File: src/rtl/mips_defs_pkg.sv
// mips_defs: memory map, reset/handler addresses and exception codes shared across the core.
package mips_defs;
  localparam logic [31:0] RESET_PC  = 32'h0000_3000;
  localparam logic [31:0] EXC_ENTRY = 32'h0000_4180;
  localparam logic [31:0] IM_BASE   = 32'h0000_3000;
  localparam logic [31:0] IM_TOP    = 32'h0000_6FFC;
  localparam logic [4:0] EXC_NONE = 5'd0;
  localparam logic [4:0] EXC_ADEL = 5'd4;
  localparam logic [4:0] EXC_ADES = 5'd5;
  localparam logic [4:0] EXC_RI   = 5'd10;
  localparam logic [4:0] EXC_OV   = 5'd12;
  function automatic logic addr_err(input logic [31:0] a, input logic [31:0] lo, input logic [31:0] hi);
    return (a[1:0] != 2'b00) || (a < lo) || (a > hi);
  endfunction
endpackage

File: src/rtl/fetch_stage_fd_reg.sv
// fd_reg: F/D pipeline register; flush beats stall, stall holds every field.
module fd_reg
  import mips_defs::*;
(
  input  logic        clk,
  input  logic        rst,
  input  logic        stall_i,
  input  logic        flush_i,
  input  logic        adel_i,
  input  logic        bd_i,
  input  logic [31:0] pc_i,
  input  logic [31:0] instr_i,
  output logic [31:0] instr_o,
  output logic [31:0] pc_o,
  output logic [31:0] pc4_o,
  output logic [4:0]  excode_o,
  output logic        bd_o
);
  logic [31:0] instr_q, pc_q, pc4_q;
  logic [4:0]  excode_q;
  logic        bd_q;
  always_ff @(posedge clk) begin
    if (rst) begin
      instr_q  <= '0;
      pc_q     <= '0;
      pc4_q    <= '0;
      excode_q <= EXC_NONE;
      bd_q     <= 1'b0;
    end else if (flush_i) begin
      instr_q  <= '0;
      pc_q     <= pc_i;
      pc4_q    <= pc_i + 32'd4;
      excode_q <= EXC_NONE;
      bd_q     <= 1'b0;
    end else if (!stall_i) begin
      instr_q  <= adel_i ? 32'd0 : instr_i;
      pc_q     <= pc_i;
      pc4_q    <= pc_i + 32'd4;
      excode_q <= adel_i ? EXC_ADEL : EXC_NONE;
      bd_q     <= bd_i;
    end
  end
  assign instr_o  = instr_q;
  assign pc_o     = pc_q;
  assign pc4_o    = pc4_q;
  assign excode_o = excode_q;
  assign bd_o     = bd_q;
endmodule

File: src/rtl/fetch_stage.sv
// fetch_stage: PC register with exception/eret/redirect priority mux, AdEL check and F/D register.
module fetch_stage
  import mips_defs::*;
#(
  parameter logic [31:0] RESET_PC  = mips_defs::RESET_PC,
  parameter logic [31:0] EXC_ENTRY = mips_defs::EXC_ENTRY,
  parameter logic [31:0] IM_BASE   = mips_defs::IM_BASE,
  parameter logic [31:0] IM_TOP    = mips_defs::IM_TOP
) (
  input  logic        clk,
  input  logic        reset,
  input  logic        stall,
  input  logic        change,
  input  logic [31:0] pc_new,
  input  logic        is_jump_D,
  input  logic        exc_req,
  input  logic        eret_req,
  input  logic [31:0] epc,
  input  logic [31:0] instr_F,
  output logic [31:0] pc_F,
  output logic [31:0] instr_D,
  output logic [31:0] pc_D,
  output logic [31:0] pc4_D,
  output logic [4:0]  excode_D,
  output logic        bd_D
);
  logic [31:0] pc_q, pc_d;
  logic        adel_f, eret_go;
  assign adel_f  = addr_err(pc_q, IM_BASE, IM_TOP);
  assign eret_go = eret_req && !stall;
  // exception ignores stall; a stalled eret waits like any other D instruction
  always_comb pc_d = exc_req ? EXC_ENTRY : eret_go ? epc : stall ? pc_q : change ? pc_new : pc_q + 32'd4;
  always_ff @(posedge clk) begin
    if (reset) pc_q <= RESET_PC;
    else pc_q <= pc_d;
  end
  assign pc_F = pc_q;
  fd_reg u_fd (
    .clk(clk),
    .rst(reset),
    .stall_i(stall),
    .flush_i(exc_req || eret_go),
    .adel_i(adel_f),
    .bd_i(is_jump_D),
    .pc_i(pc_q),
    .instr_i(instr_F),
    .instr_o(instr_D),
    .pc_o(pc_D),
    .pc4_o(pc4_D),
    .excode_o(excode_D),
    .bd_o(bd_D)
  );
endmodule
File: config.mk
export PLATFORM = sky130hd
export DESIGN_NAME = fetch_stage
export DESIGN_NICKNAME = d
export VERILOG_FILES = /design/src/rtl/mips_defs_pkg.sv /design/src/rtl/fetch_stage_fd_reg.sv /design/src/rtl/fetch_stage.sv
export SDC_FILE = /design/constraint.sdc
export NUM_CORES = 1
export LEC_CHECK = 0
export BUFFER_PORTS_ARGS = -buffer_cell sky130_fd_sc_hd__buf_2
export CAP_MARGIN = 40
export CORE_MARGIN = 8
export CORE_UTILIZATION = 52
export CTS_CLUSTER_DIAMETER = 60
export DETAILED_ROUTE_END_ITERATION = 10
export PLACE_DENSITY = 0.89
export SYNTH_ARGS = -nofsm -noshare
export SYNTH_HDL_FRONTEND = slang
export SYNTH_SLANG_ARGS = --single-unit
export TNS_END_PERCENT = 10
File: constraint.sdc
create_clock -name clk -period 3.4 [get_ports clk]
set_input_delay 0 -clock clk [delete_from_list [all_inputs] [get_ports clk]]
set_output_delay 0 -clock clk [all_outputs]
set_load 0.005 [all_outputs]
# == Yosys cells after proc, flatten, opt, wreduce, memory -nomap -nowiden ==
# Cells that the tools add are included.
# word_totals
ff_bits,134
in_bits,103
output_inout_bits,134
word_cells,31
# op_classes
addsub,1
magnitude_cmp,2
n_eq_ne,3
muxes,10
n_reduce_logical,8
# op_table
op,n
$mux 32,8
$add 32x3->32 const B,1
$gt 32x15->1 const B,1
$lt 32x14->1 const B,1
$mux 15,1
$ne 2x1->1 const B,2
$reduce_or 2->1,2
$logic_or 1x1->1,3
$mux 3,1
$ne 3x1->1 const B,1
$reduce_bool 2->1,1
$logic_and 1x1->1,1
$logic_not 1->1,1

# == Longest topological paths before layout ==
# Gate-level depths: netlist of run 1.
# logic_depth
depth_word,5
depth_mapped,7
depth_no_buf,6

# == By module ==
# From an unflattened synthesis of run 1, not the netlist that was laid out.
# unflattened
cells_unflattened,793
area_unflattened_um2,6283.5
# modules_own_cells
mod,n_inst,cells_each,area_each_um2,seq_area_each_um2
fd_reg,1,465,3905.0,1921.8
fetch_stage,1,328,2378.5,640.6

# == Worst setup path after synthesis of run 1 ==
# OpenSTA, ideal clock, no wires.
# synth_timing
kind,register to register
from,reg pc_q[2] (netlist: pc_F[2])
to,reg u_fd.pc4_q[28] (netlist: u_fd.pc4_o[28])
setup_time_ps,86
t_arrival_ps,1909
t_required_ps,3314
path_slack_ps,1406
stages_incl_launch_ff,7
path_buffers,0
synth_period_minus_slack_ps,1994
path_cell_list,dfxtp_1 > ha_1 > and4_1 > nand2_2 > or4_4 > xnor2_1 > a211oi_1
# synth_via
elab_chain_len,3
# synth_rtl
element,line_no,rtl
"start, declared",fetch_stage.sv:27,"logic [31:0] pc_q, pc_d;"
"start signal, assigned",fetch_stage.sv:35,else pc_q <= pc_d;
$add 32x3->32 (*),"fetch_stage_fd_reg.sv:32, fetch_stage_fd_reg.sv:38",
$mux 32,fetch_stage_fd_reg.sv:35,end else if (!stall_i) begin
$mux 32 (*),fetch_stage_fd_reg.sv:29,end else if (flush_i) begin
"end signal, assigned",fetch_stage_fd_reg.sv:32,pc4_q <= pc_i + 32'd4;
"end signal, assigned",fetch_stage_fd_reg.sv:38,pc4_q <= pc_i + 32'd4;
"end, declared",fetch_stage_fd_reg.sv:19,"logic [31:0] instr_q, pc_q, pc4_q;"
# Mark *: on every way between the ends. The rest lies on a longest branch, timed or not. The select of a mux whose other input is x is not followed.
# A chain may end at the register's enable or synchronous reset.

# == Worst setup path after layout of run 1 ==
# layout_timing
from,in eret_req
to,reg pc_q[26] (netlist: pc_F[26])
# layout_via
elab_chain_len,2
elab_cells_between_ends,3
classes_between,eq/ne: 1; mux: 1; reduce/logical: 1
# layout_rtl
element,line_no,rtl
"start, declared",fetch_stage.sv:17,"input logic eret_req,"
$logic_and 1x1->1 (*),fetch_stage.sv:30,assign eret_go = eret_req && !stall;
$ne 2x1->1 (no line) / $mux 32 (equally long branches),--,
# Mark *: on every way between the ends. The rest lies on a longest branch, timed or not.

==> summary.md, run 1 <==
| Metric | Value |
|---|---|
| Worst vdd ir | `0.0004475 V` |
| Final cycle utilization of the critical path | `0.8390` |
| Clock Latency Late Sink | `530 ps` |
| Fillers | `between 600 and 700` |
| Cell with the most instances after synthesis | `dfxtp_1` |
| Met1 wire length | `around 8700 µm` |
| Die Span Y | `122.0 µm` |
| DRC | `0` |
| Max-cap viol count | `0` |
| Layout Nets | `about 1100` |
| WP data arrival | `roughly 3300 ps` |
| Min-delay worst type | `primary input to flip-flop` |
| # port buffers | `~230` |
| Synth cell types | `between 60 and 70` |
| Count of state elements after synthesis | `around 130` |
| Post-Synthesis Cell Area | `roughly 5800 µm²` |
| Largest cells by area after synthesis | `dfxtp_1 44%, nand2_1 6.0%, nor2_1 5.8%` |
| Drt total wl | `24790 µm` |
| Cell area after layout | `8650 µm²` |
| DR iter-0 viols | `918` |
| GRT Total Usage | `0.3263` |
| Setup TNS Final | `0 ps` |
| Clock Skews | `between 9 and 10 ps` |
| TritonCTS clock tree | `yes` |
| Vias post-DR | `7071` |
| Placer Congestion | `slightly above 0.9` |
| Vias in the first global route | `6991` |
| Grt ovf | `0` |
| DR WL/cell | `~21 µm` |
| Worst endpoint required time | `around 3900 ps` |
| Avg Vias per Cell | `roughly 6` |
| Worst Path Max Fanout | `24` |
| Post CTS Setup Buffer Count | `0` |
| Clock transition at the registers of the reported paths | `60 ps` |
| RSZ-0062 raised after global routing | `false` |
| Met3 WL | `3436 µm` |
| Post-cts resize count | `0` |
| Maximum operating frequency | `about 350 MHz` |
| Worst-Margin Slew | `between 800 and 900 ps` |
| Commonest cells in the netlist | `128 x dfxtp_1, 93 x nand2_1, 91 x nor2_1` |
| H-tree depth | `4` |
| PD cells | `477.3 nW/µm²` |
| Area grow syn2layout | `48.03%` |
| Core ar. | `roughly 11000 µm²` |
| Die Area | `approximately 15000 µm²` |
| Crit Path Category | `primary input to flip-flop` |
| Final hold violations | `0` |
| Antenna violations before repair | `2` |
| Reg area | `between 2000 and 3000 µm²` |
| Multi-input logic area | `2934 µm²` |
| Status | `completed` |
| Cell count after placement | `between 1000 and 1500` |
| Leakage | `roughly 3.8 nW` |
| Post-Place Cell Area | `about 7000 µm²` |
| DRT antenna net count | `0` |
| Clk sink count | `128` |
| Clock buffer count from CTS | `17` |
| Post-synth top flop | `dfxtp_1` |
| DR WL met2 | `between 10000 and 15000 µm` |
| Slew margin rel. | `0.4462` |
| Clock buffer depth | `2` |
| Final Util | `0.7944` |
| Initial Utilization | `0.5367` |
| Pre-Repair DR Iteration Count | `6` |
| CTS Hold Buffers Added | `100` |
| Non-Filler Instances | `between 1000 and 1500` |
| Slew Viols, Final | `0` |
| FP Rows | `38` |
| Uppermost layer routed | `met4` |
| Largest net degree at the start of global routing | `between 70 and 80` |
| Async S/R FF share, synth | `0` |
| Crit. End Element | `flip-flop` |
| Post-synth EDFFs | `0` |
| Share of layout cells above drive strength 1 | `0.2850` |
| Final setup vio count | `0` |
| Sequential area share after synthesis | `0.4385` |
| First-pass GRT wire length | `38190 µm` |
| Startpoint types | `primary input` |
| Synth Instances | `just over 700` |
| Area leader, netlist | `dfxtp_1` |
| Root Buffer | `clkbuf_8` |
| Die X | `roughly 120 µm` |
| Detailed placement HPWL | `about 16000 µm` |
| Tmin final | `~2900 ps` |
| Ys Warns | `0` |
| Io pins | `about 240` |
| Yosys top cell area share | `0.4385` |
| Syn avg cell area | `a little over 8 µm²` |
==> placed cells by master (no fill, tap or decap), types with 11 or more instances in the layout <==
cell type / instances
a21oi_1: 68
buf_2: 232
xor2_1: 11
o21ai_0: 18
xnor2_1: 13
dfxtp_1: 128
nor2_1: 90
nand2_1: 92
nor4_1: 12
clkbuf_16: 16
nor3_1: 18
dlygate4sd3_1: 100
o22ai_1: 11
a22oi_1: 40
a211oi_1: 26
==> layout make-up <==
| cell class | count | area share |
|---|---|---|
| multi-input cells | 505 | 0.3392 |
| flip-flops and latches | 128 | 0.2963 |
| repair buffers | 344 | 0.2656 |
| clock buffers | 18 | 0.04947 |
| clock inverters | 14 | 0.02343 |
| well taps | 140 | 0.02025 |
| inverters | 12 | 0.005208 |
| diodes | 2 | 0.0005786 |
==> kinds of logic (layout without fill, tap and decap cells) <==
logic type	count (synthesis)	in the layout	share of synthesized area
adders and majority gates	1	1	0.002141
xor gates and xnor gates	24	24	0.03597
buffers and inverters	84	388	0.06467
muxes	7	7	0.01221
and+or+nand+nor	259	259	0.2064
other	1	6	0.0006418
DFF	128	128	0.4385
AOI/OAI and AO/OA	210	210	0.2394
==> report_power, final <==
group	switching, mW	internal (mW)	leakage [nW]
Sequential	0.0660	1.56	1.04
Combinational	0.294	0.262	2.43
Clock	0.726	1.22	0.307
Total	1.09	3.04	3.78
==> registers in the layout, summed over array words and instances, names as in the netlist, named ones only <==
signal and count:
u_fd.pc4_o 32, pc_F 30, u_fd.instr_o 32, u_fd.excode_o 1, u_fd.pc_o 30, u_fd.bd_o 1
==> path summary, 6_finish.rpt <==
path	start	end	slack, ps	cells after the start
setup / recovery	eret_req	pc_F[26]	550	8
hold / removal	pc_new[8]	pc_F[8]	40	4
setup reg to reg	pc_F[3]	pc_F[28]	640	7
hold reg to reg	u_fd.pc_o[5]	u_fd.pc_o[5]	450	2
==> layer usage <==
layer	up-vias	global-route usage
met5	-	0
met4	0	0.1712
met3	107	0.1263
met2	588	0.5316
met1	3235	0.3630
li1	3141	-
==> critical path, cell delays in order <==
cell and delay [ps]:
dlygate4sd3_1 560, buf_2 210, buf_4 340, nand2b_1 580, o221ai_1 220, dlygate4sd3_1 590
a221oi_1 240, dlygate4sd3_1 580
==> per-stage QoR <==
step	hold WS, ps	power [mW]	setup slack (ps)
2_1_floorplan	136.8	1.876	1406
3_3_place_gp	227.9	2.068	1317
3_5_place_dp	239.9	2.082	1234
4_1_cts	9.146	4.101	689.1
5_1_grt	87.49	4.238	546.0
6_report	44.53	4.129	547.3
(Power assumes the default switching activity.)
==> run 2, diff against run 1 <==
ABC_AREA = 1   (was default)
CORE_UTILIZATION = 49   (was 52)
PLACE_DENSITY = 0.84   (was 0.89)
clock period = 2.7 ns   (was 3.4 ns; I/O delays follow)
==> run 2 against run 1 <==
Flip-flop and latch count is the same. Clock skew is 1.2 ps lower. Synthesized cell count grew 21%. Via count is 6.6% higher. Utilization decreased by 6.5 points. Register-to-register slack got worse by 400 ps. Worst hold slack got worse by 32 ps. Critical path type is now flip-flop to flip-flop. Critical endpoint is now pc_F[22]. Largest cell class unchanged. Highest routed layer unchanged.
==> summary.md, run 2 <==
| Metric | Value |
|---|---|
| Syn avg cell area | `around 7.0 µm²` |
| Clock power share | `0.468` |
| Crit. End Element | `flip-flop` |
| Status | `completed` |
| Area leader, netlist | `dfxtp_1` |
| Worst endpoint required time | `between 3000 and 4000 ps` |
| DRC | `0` |
| Met3 Resource Use GR | `0.1082` |
| M2 GR Usage | `0.4758` |
| Vias in the first global route | `7379` |
| Share of layout cells above drive strength 1 | `0.2551` |
| Sequential area share after synthesis | `0.4214` |
| Clk sink count | `between 100 and 150` |
| Crit-path leading delay family | `simple AND/OR/NAND/NOR gates` |
| Synth cell types | `36` |
| Final Util | `0.7290` |
| Ys Warns | `0` |
| Core ar. | `approximately 12000 µm²` |
| Count of state elements after synthesis | `128` |
| H-tree depth | `4` |
| Drt total wl | `around 25000 µm` |
| Maximum operating frequency | `406.4 MHz` |
| Layout Nets | `1264` |
| Detailed placement HPWL | `16450 µm` |
| RSZ-0062 raised after global routing | `false` |
| Commonest non-fill, non-tap cell in the layout | `buf_2` |
| Die X | `~130 µm` |
| Worst vdd ir | `approximately 0.0005 V` |
| DRT antenna net count | `0` |
| TritonCTS clock tree | `yes` |
| Crit Path Category | `flip-flop to flip-flop` |
| # port buffers | `approximately 230` |
| Fillers | `a little over 900` |
| Die Span Y | `approximately 130 µm` |
| PD cells | `roughly 600 nW/µm²` |
| Root Buffer | `clkbuf_16` |
| Grt ovf | `0` |
| Cell with the most instances after synthesis | `nand2_1` |
| Clock Latency Late Sink | `430 ps` |
| Vias post-DR | `approximately 7500` |
| Area grow syn2layout | `44.61%` |
| Post-synth EDFFs | `0` |
| Post-Synthesis Cell Area | `slightly above 6000 µm²` |
| Slew Viols, Final | `0` |
| Max-cap viol count | `0` |
| Async S/R FF share, synth | `0` |
| Min-delay worst type | `primary input to flip-flop` |
| Final hold violations | `0` |
| ANT cells | `0` |
| Sw Pwr | `1.340 mW` |
| Largest cells by area after synthesis | `dfxtp_1 42%, nand2_1 11%, o21ai_0 8.8%` |
| Post-synth top flop | `dfxtp_1` |
| Post-cts resize count | `0` |
| GRT Total Usage | `0.3033` |
| Post-Place Cell Area | `7282 µm²` |
| Yosys top cell area share | `0.4214` |
| Startpoint types | `flip-flop` |
| Setup TNS Final | `0 ps` |
| Pre-Repair DR Iteration Count | `6` |
| CP dominant cell by count | `nand2_1` |
| Clock transition at the registers of the reported paths | `roughly 60 ps` |
| Worst Path Max Fanout | `6` |
| Crit-path cells | `ha_1, inv_1, nor2_1, nand2_1, nor2_4, nand2_1, nand2_1, nand3_1, nand2_1, a21oi_1, dlygate4sd3_1` |
| WP buf/inv | `2` |
| First-pass GRT wire length | `around 40000 µm` |
| R2r setup slk | `about 240 ps` |
| Clock buffer count from CTS | `17` |
| Crit-path max cell delay | `approximately 560 ps` |
| GR met1 Demand/Resource | `0.3524` |
| Leakage | `a little over 4 nW` |
| Commonest cells in the netlist | `177 x nand2_1, 128 x dfxtp_1, 107 x o21ai_0` |
| DR iter-0 viols | `slightly above 1000` |
| DR WL/cell | `approximately 19 µm` |
| Initial Utilization | `0.5041` |
| Slowest cell on crit path | `dlygate4sd3_1` |
| Gate power share | `0.136` |
| Tmin final | `2460 ps` |
| Io pins | `approximately 240` |
| Final cycle utilization of the critical path | `0.9113` |
| Placer Congestion | `0.9701` |
| Antenna violations before repair | `0` |
| Die Area | `between 15000 and 20000 µm²` |
| Worst-Margin Slew | `623.2 ps` |
| Clock buffer depth | `2` |
| Avg Vias per Cell | `approximately 5.6` |
| Clock Skews | `around 8.0 ps` |
| Synth Instances | `approximately 860` |
| Commonest non-fill, non-tap cells in the layout | `232 x buf_2, 177 x nand2_1, 128 x dfxtp_1, 107 x o21ai_0, 99 x a21oi_1` |
| Slew margin rel. | `0.5845` |
| Final setup vio count | `0` |
| FP Rows | `40` |
| WP data arrival | `~2800 ps` |
| Internal power | `slightly below 4 mW` |
| Register share of total power | `0.396` |
| Cell area after layout | `8793 µm²` |
| Most Crowded Layer GR | `met2` |
| Switching Fraction | `0.2584` |
| Largest net degree at the start of global routing | `77` |
[run 2: through the flow]
| step | power, mW | std cells | worst slack, ps | hold slack (ps) |
|---|---|---|---|---|
| 5_1_grt | 5.332 | 1340 | 63.77 | 48.56 |
| 3_3_place_gp | 2.644 | 1218 | 787.2 | 210.4 |
| 3_5_place_dp | 2.660 | 1219 | 868.9 | 211.5 |
| 4_1_cts | 5.135 | 1340 | 321.2 | 0.5788 |
| 6_report | 5.187 | 1340 | 239.5 | 12.79 |
| 2_1_floorplan | 2.392 | 866 | 1220 | 69.07 |
[run 2: repair_timing]
action                                 in CTS  in global routing
hold buffers                               90                  0
buffers inserted                            0                  0
endpoints found under the hold margin      66                  0
[run 2: power groups by stage]
stage	clock, mW	combinational, mW	sequential, mW
6_report	2.43	0.704	2.05
5_1_grt	2.51	0.763	2.06
4_1_cts	2.41	0.679	2.05
3_5_place_dp	0	0.572	2.09
3_3_place_gp	0	0.558	2.09
2_1_floorplan	0	0.313	2.08
[run 2: worst register-to-register path, delay by kind of cell, from the launching register on]
family	cells	cell delay, ps
AO/OA/AOI/OAI	1	60
adder cells (fa/ha/maj)	1	290
buffers and inverters	2	640
flip-flops	1	470
AND/OR/NAND/NOR	7	880
[run 2: cells by family (layout without fill, tap and decap cells)]
group,Yosys count,count (layout),share of synthesized area
xor+xnor,9,9,0.01296
mux,1,1,0.001646
buf+inv,138,444,0.09732
compound gates,263,263,0.2424
other cells,1,4,0.0006167
simple gates,322,322,0.2216
flops,128,128,0.4214
fa+ha+maj,1,1,0.002057
[run 2: layout make-up]
cell class / count / area [µm²] / area share
Multi-Input combinational cell: 600 / 2938 / 0.3341
Sequential cell: 128 / 2562 / 0.2914
Timing Repair Buffer: 331 / 2162 / 0.2459
Clock buffer: 20 / 446.7 / 0.05080
Inverter: 82 / 310.3 / 0.03529
Tap cell: 168 / 210.2 / 0.02390
Clock inverter: 11 / 163.9 / 0.01864
[run 2: layer usage]
metal	up-vias	share of wire
met5	-	0
met4	0	0.047
met3	115	0.13
met2	590	0.45
met1	3398	0.37
li1	3432	-
[run 2: final timing paths]
path,depth (start not counted),endpoint,startpoint
setup / recovery,11,pc_F[22],pc_F[3]
hold reg to reg,2,u_fd.instr_o[1],u_fd.instr_o[1]
hold / removal,5,pc_F[11],pc_new[11]
setup reg to reg,11,pc_F[22],pc_F[3]
